$ cat src/rtl/parity_acc_if.sv
// parity_acc_if: beat/result bus between a frame producer and parity_acc.
// With PARITY_ACC_CHECK_EN defined, the bus also carries the expected parity
// (p) and the mismatch flag (err).
interface parity_acc_if #(
  parameter int WIDTH = 5,
  parameter int CNTW  = 8
);
  logic [WIDTH-1:0] d;
  logic             valid;
  logic             last;
  logic             rdy;
  logic             z;
  logic             zv;
  logic             zack;
  logic [CNTW-1:0]  beats;
`ifdef PARITY_ACC_CHECK_EN
  logic             p;
  logic             err;
`endif

  modport master (
    output d, valid, last, zack,
`ifdef PARITY_ACC_CHECK_EN
    output p,
    input  err,
`endif
    input  rdy, z, zv, beats
  );

  modport slave (
    input  d, valid, last, zack,
`ifdef PARITY_ACC_CHECK_EN
    input  p,
    output err,
`endif
    output rdy, z, zv, beats
  );
endinterface

$ cat src/rtl/parity_acc.sv
// parity_acc: accumulates the parity of a multi-beat frame and reports it
// together with a saturating beat count once the LAST beat is accepted.
// The result is held until the consumer acknowledges it; a new LAST beat in
// the acknowledge cycle replaces the result back-to-back.
// Optional feature macro: PARITY_ACC_CHECK_EN adds the expected-parity input
// and the mismatch flag.
//
// state   | meaning
// S_EMPTY | no result pending, beats always accepted
// S_FULL  | result pending (zv=1), beats accepted only with zack
module parity_acc #(
  parameter int WIDTH = 5,
  parameter int ODD   = 0,
  parameter int CNTW  = 8
) (
  input logic         clk_i,
  input logic         rstn_i,
  parity_acc_if.slave bus
);

  typedef enum logic {
    S_EMPTY = 1'b0,
    S_FULL  = 1'b1
  } state_t;

  localparam logic            ODD_BIT = (ODD != 0);
  localparam logic [CNTW-1:0] CNT_ONE = {{(CNTW-1){1'b0}}, 1'b1};

  state_t          state_q, state_d;
  logic            acc_q, acc_d;
  logic [CNTW-1:0] cnt_q, cnt_d;
  logic [CNTW-1:0] beats_q, beats_d;
  logic            z_q, z_d;
  logic            beat_par;
  logic            frame_par;
  logic            rdy;
  logic            accept;
  logic [CNTW-1:0] cnt_inc;
`ifdef PARITY_ACC_CHECK_EN
  logic            err_q, err_d;
`endif

  assign beat_par  = ^bus.d;
  assign frame_par = acc_q ^ beat_par ^ ODD_BIT;
  assign rdy       = (state_q == S_EMPTY) | bus.zack;
  assign accept    = bus.valid & rdy;
  // Counter sticks at all-ones so long frames report the maximum count.
  assign cnt_inc   = (&cnt_q) ? cnt_q : cnt_q + CNT_ONE;

  assign bus.rdy   = rdy;
  assign bus.zv    = (state_q == S_FULL);
  assign bus.z     = z_q;
  assign bus.beats = beats_q;
`ifdef PARITY_ACC_CHECK_EN
  assign bus.err   = err_q;
`endif

  // Registers: frame accumulator, beat counter, held result and state.
  always_ff @(posedge clk_i or negedge rstn_i) begin
    if (!rstn_i) begin
      state_q <= S_EMPTY;
      acc_q   <= 1'b0;
      cnt_q   <= '0;
      beats_q <= '0;
      z_q     <= 1'b0;
`ifdef PARITY_ACC_CHECK_EN
      err_q   <= 1'b0;
`endif
    end else begin
      state_q <= state_d;
      acc_q   <= acc_d;
      cnt_q   <= cnt_d;
      beats_q <= beats_d;
      z_q     <= z_d;
`ifdef PARITY_ACC_CHECK_EN
      err_q   <= err_d;
`endif
    end
  end

  // Next state: fold accepted beats into the frame; LAST publishes the
  // result and restarts the frame, an acknowledge alone frees the result.
  always_comb begin
    state_d = state_q;
    acc_d   = acc_q;
    cnt_d   = cnt_q;
    beats_d = beats_q;
    z_d     = z_q;
`ifdef PARITY_ACC_CHECK_EN
    err_d   = err_q;
`endif

    if ((state_q == S_FULL) && bus.zack) begin
      state_d = S_EMPTY;
    end

    if (accept) begin
      if (bus.last) begin
        z_d     = frame_par;
        beats_d = cnt_inc;
        acc_d   = 1'b0;
        cnt_d   = '0;
        state_d = S_FULL;
`ifdef PARITY_ACC_CHECK_EN
        err_d   = (frame_par != bus.p);
`endif
      end else begin
        acc_d = acc_q ^ beat_par;
        cnt_d = cnt_inc;
      end
    end
  end

endmodule

$ cat src/flat_wrapper.sv
// flat-port wrapper written by rule: the top's interface ports become plain ports
module parity_acc_flat 
#(
  parameter int WIDTH = 5,
  parameter int ODD   = 0,
  parameter int CNTW  = 8
)
  (clk_i, rstn_i, bus_d, bus_valid, bus_last, bus_zack, bus_rdy, bus_z, bus_zv, bus_beats);
  parity_acc_if #(.WIDTH(WIDTH), .CNTW(CNTW)) bus_i ();
  input logic clk_i;
  input logic rstn_i;
  input wire logic [$bits(bus_i.d)-1:0] bus_d;
  input wire logic [$bits(bus_i.valid)-1:0] bus_valid;
  input wire logic [$bits(bus_i.last)-1:0] bus_last;
  input wire logic [$bits(bus_i.zack)-1:0] bus_zack;
  output wire logic [$bits(bus_i.rdy)-1:0] bus_rdy;
  output wire logic [$bits(bus_i.z)-1:0] bus_z;
  output wire logic [$bits(bus_i.zv)-1:0] bus_zv;
  output wire logic [$bits(bus_i.beats)-1:0] bus_beats;
  assign bus_i.d = bus_d;
  assign bus_i.valid = bus_valid;
  assign bus_i.last = bus_last;
  assign bus_i.zack = bus_zack;
  assign bus_rdy = bus_i.rdy;
  assign bus_z = bus_i.z;
  assign bus_zv = bus_i.zv;
  assign bus_beats = bus_i.beats;
  parity_acc #(.WIDTH(WIDTH), .ODD(ODD), .CNTW(CNTW)) u_core (.clk_i(clk_i), .rstn_i(rstn_i), .bus(bus_i));
endmodule
$ cat config.mk
export PLATFORM = sky130hd
export DESIGN_NAME = parity_acc_flat
export DESIGN_NICKNAME = d
export VERILOG_FILES = /design/src/rtl/parity_acc_if.sv /design/src/rtl/parity_acc.sv /design/src/flat_wrapper.sv
export SDC_FILE = /design/constraint.sdc
export NUM_CORES = 1
export LEC_CHECK = 0
export ABC_CLOCK_PERIOD_IN_PS = 2900
export CAP_MARGIN = 5
export CORE_MARGIN = 2
export CORE_UTILIZATION = 42
export CTS_CLUSTER_DIAMETER = 80
export DETAILED_ROUTE_END_ITERATION = 10
export GPL_TIMING_DRIVEN = 1
export PLACE_DENSITY = 0.67
export SETUP_SLACK_MARGIN = 0.02
export SYNTH_ARGS = -nofsm -noshare
export SYNTH_HDL_FRONTEND = slang
export SYNTH_SLANG_ARGS = --single-unit
$ cat constraint.sdc
create_clock -name clk_i -period 2.9 [get_ports clk_i]
set_input_delay 0.58 -clock clk_i [delete_from_list [all_inputs] [get_ports clk_i]]
set_output_delay 0.58 -clock clk_i [all_outputs]
set_load 0.02 [all_outputs]
Word-level counts from Yosys, hierarchy flattened --
Index checks and enable logic that the tools add are counted. Widths: inputs -> output; s select.
Storage, ports and cells: bits in registers 19, latch bits 0, bits in writable memories 0, ROM bits 0, bits of input ports 10, logic and storage cells 20, memories 0
Cells by class: add/sub/neg operators 1, multipliers 0, div/mod/pow operators 0, magnitude comparators 0, eq/ne operators 0, shift-type cells 0, mux-type cells 6, bitwise gates (word level) 4, reduce and logical (&&, ||, !) cells 4
Operator list (count):
- $mux 8 | 2
- $add 8x1->8 const B | 1
- $reduce_and 8->1 | 1
- $reduce_xor 5->1 | 1
- $mux 1 | 4
- $reduce_and 2->1 | 1
- $and 1x1->1 | 1
- $logic_and 1x1->1 | 1
- $not 1->1 | 1
- $or 1x1->1 | 1
- $xor 1x1->1 | 1

Longest topological paths before layout --
depth after elaboration 4, gate-level depth with buffers 6, mapped depth without buffers 5

Worst setup path before layout --
OpenSTA, ideal clock, no wires.
path kind input to register, start input bus_zack, end register u_core.beats_q[7] (netlist: u_core.bus.beats[7]), arrival 1.547 ns, data required time 2.764 ns, path slack 1.217 ns, stages on the path 6, buffers on the path 2, cells stage by stage nand2b_1 -> clkbuf_1 -> nand2_1 -> clkbuf_1 -> nand2_1 -> o21ai_0
Between the ends: longest elaborated chain between the ends 3
Ends and longest elaborated chain:
- start, declared | line flat_wrapper.sv:15 | input wire logic [$bits(bus_i.zack)-1:0] bus_zack;
- $or 1x1->1 | line parity_acc.sv:45 | assign rdy = (state_q == S_EMPTY) | bus.zack;
- named net bus_rdy | line flat_wrapper.sv:16 | output wire logic [$bits(bus_i.rdy)-1:0] bus_rdy;
- $and 1x1->1 | line parity_acc.sv:46 | assign accept = bus.valid & rdy;
- $reduce_and 2->1 (no line)
- end signal, assigned | line parity_acc.sv:73 | beats_q <= beats_d;
- end, declared | line parity_acc.sv:32 | logic [CNTW-1:0] beats_q, beats_d;
The timed path passes the listed nets, and every way through them passes these cells. A chain may end at the register's enable or synchronous reset.

Final worst setup path --
start input bus_zack, end output bus_rdy
Between the ends: longest elaborated chain between the ends 1
Ends and longest elaborated chain (line):
- $or 1x1->1 | parity_acc.sv:45
- end, declared | flat_wrapper.sv:16
Every way passes these cells.

==> metrics.md <==
| Metric | Value |
|---|---|
| H-tree Lvls | 1 |
| Worst-path maximum fanout | 8 |
| Unique cell type count in the Yosys netlist | 40 |
| Final ANT Viol Nets | 0 |
| Die width | 53.5 microns |
| Final #Nets | 138 |
| 1st-iter DRT viols | 8 |
| Max Cap Violations | 0 |
| Crit Path Class | primary input to primary output |
| Share of cells above drive strength 1 | 9.52% |
| CTS tree | built |
| Core ar. | 2250 sq um |
| Non-filler instance count after layout | 154 |
| Clock skew | 0.00324 ns |
| Final Max Tran Viols | 0 |
| Final period utilization | 86.8% |
| Setup TNS | 0 ns |
| Reg clk slew, reported paths | 0.11 ns |
| Slew @ Worst Pin | between 0.8 and 0.9 ns |
| Critical path startpoint category | primary input |
| Synthesized area | 1030 sq um |
| Placed insts | 150 |
| Synthesized instance count | 106 |
| Status | finished clean |
| Slew margin rel. | 42.2% |
| Synth area leaders | dfrtp_1 (46%), nand2_1 (5.5%), o21ai_0 (3.9%) |
| RePlAce Congestion | 0.801 |
| Largest net degree at the start of global routing | 20 |
| Peak supply drop | 0.000393 V |
| Power density over the cells | 541 nW/um^2 |
| Cts hold-fix bufs | 0 |
| Root Buffer | clkbuf_4 |
| Minimum clock period | 2.52 ns |
| Synthesized flop and latch total | 19 |
| Die Span Y | 53.5 microns |
| # diodes | 0 |
| Row cnt | 17 |
| Routed wire per std cell | 13.1 microns |
| Hold Crit Class | flop to flop |
| Fillcell total | 237 |
| Mapped Nets | between 100 and 150 |
| Longest Clk Path Bufs | 2 |
| Post-synth EDFFs | 0 |
| Global-route wire length before repair | 3600 microns |
| Worst setup EP type | primary output |
| Skew-Pair Late Insertion Delay | 0.30 ns |
| Number of I/O port buffers | 20 |
| Setup-failing EPs final | 0 |
| Post-detailed-routing wire length | approximately 2000 microns |
| Via count | 817 |
| Final core occ | 56.6% |
| Die ar. | ~2900 sq um |
| Count leader, synth | dfrtp_1 |
| Leakage Power | 0.565 nW |
| Share of the synthesized area in the top cell type | 46.2% |
| Remaining DRCs | 0 |
| Vias/cell | 5.31 |
| Clock sinks | 19 |
| Synth cell count leaders | dfrtp_1 (19), nand2_1 (15), o21ai_0 (8) |
| Yosys top cell by area | dfrtp_1 |
| Max Fclk | 397 MHz |
| Num CTS Buffers | 3 |
| Cts repair resizes | 0 |
| Vias in the first global route | approximately 790 |
| RSZ-0062 raised after global routing | no |
| YS warnings | 0 |
| Overall power | 0.690 mW |
| Hold Violations, Final | 0 |
| IO Pins | 21 |
| P&R area growth vs syn | 24.1% |
| Syn_area_per_cell | 9.70 sq um |
| Post-CTS Setup Bufs | 0 |
| Hold Path Stages | 2 |
| Post-DP HPWL | 1510 microns |
| Antenna violations before repair | 0 |
| Main flop type after synthesis | dfrtp_1 |
| Crit path DAT | 1.94 ns |
| Share of the yosys chip area belonging to registers | 46.2% |
| Reg2Reg Depth | 5 |
| Synth async-reset ratio | 100% |
| TritonRoute pass-1 iters | 4 |
| GRT overflow | 0 |
| CP required | 2.32 ns |
| Effective utilization at floorplan | 45.6% |
| All-Layer GR Usage | 17.6% |
## cell type report
cell class | count | area (sq um) | share of cell area (%)
sequential | 19 | 475 | 37.3
timing repair buffer | 21 | 208 | 16.3
clock buffer | 4 | 26.3 | 2.06
tap | 28 | 35.0 | 2.75
multi-input combinational | 80 | 524 | 41.1
inverter | 2 | 7.51 | 0.588
## cells by family after synthesis
family | after synthesis | share of synthesized area, %
muxes | 3 | 3.16
and+or+nand+nor | 42 | 21.9
DFF | 19 | 46.2
buffers and inverters | 7 | 2.80
AOI/OAI and AO/OA | 28 | 17.5
adders and majority gates | 1 | 1.22
xor gates and xnor gates | 6 | 7.18
## sequential cells by signal (all words and copies together), names as in the netlist
register and count:
u_core.bus.z 1, u_core.acc_q 1, u_core.bus.zv 1, u_core.cnt_q 8
u_core.bus.beats 8
## worst max-delay path, cell delays in order
cell and delay [ns]:
clkdlybuf4s50_1 0.44, nand2b_1 0.25, clkdlybuf4s50_1 0.67
## layout by cell type, fill, tap and decap left out, types with 2 or more instances in the layout
| cell | Yosys | layout |
|---|---|---|
| clkdlybuf4s50_1 | 0 | 20 |
| dfrtp_1 | 19 | 19 |
| nand2_1 | 15 | 15 |
| o21ai_0 | 8 | 8 |
| a21oi_1 | 7 | 7 |
| nor2_1 | 5 | 5 |
| and2_1 | 4 | 4 |
| nand2b_1 | 3 | 3 |
| and3_1 | 3 | 3 |
| clkbuf_4 | 0 | 3 |
| xnor2_1 | 2 | 2 |
| mux2_2 | 2 | 2 |
| inv_1 | 2 | 2 |
| nand3_1 | 2 | 2 |
| nor4_1 | 2 | 2 |
| a31oi_1 | 2 | 2 |
| o31ai_1 | 2 | 2 |
| xor2_1 | 2 | 2 |
## report_power, final
group / switching (mW) / internal [mW] / leakage (nW)
Combinational: 0.101 / 0.113 / 0.298
Sequential: 0.0359 / 0.307 / 0.252
Clock: 0.0807 / 0.0536 / 0.0150
## final timing paths
check | from | end | slack, ns
max in group asynchronous | rstn_i | u_core.cnt_q[6] | 1.61
hold / removal | u_core.bus.beats[4] | u_core.bus.beats[4] | 0.48
hold reg to reg | u_core.bus.beats[4] | u_core.bus.beats[4] | 0.48
min in group asynchronous | rstn_i | u_core.bus.beats[1] | 0.76
setup reg to reg | u_core.cnt_q[0] | u_core.cnt_q[1] | 1.16
setup / recovery | bus_zack | bus_rdy | 0.38
## metrics by stage
stage / instance area [sq um] / setup slack [ns] / hold WS [ns]
after detailed placement: 1250 / 0.373 / 0.462
final: 1280 / 0.381 / 0.484
after CTS: 1280 / 0.371 / 0.487
after floorplan: 1030 / 1.22 / 0.284
after global routing: 1280 / 0.276 / 0.520
after global placement: 1250 / 0.425 / 0.456
## routing by layer
| layer | track usage, % | vias to the layer above | part of all wire (%) |
|---|---|---|---|
| met3 | 1.69 | 5 | 3.8 |
| met2 | 28.0 | 19 | 46 |
| li1 | - | 418 | - |
| met4 | 8.97 | 0 | 2.2 |
| met5 | 0 | - | 0 |
| met1 | 23.5 | 375 | 48 |
Note: power is estimated with default switching activity, not from simulation.
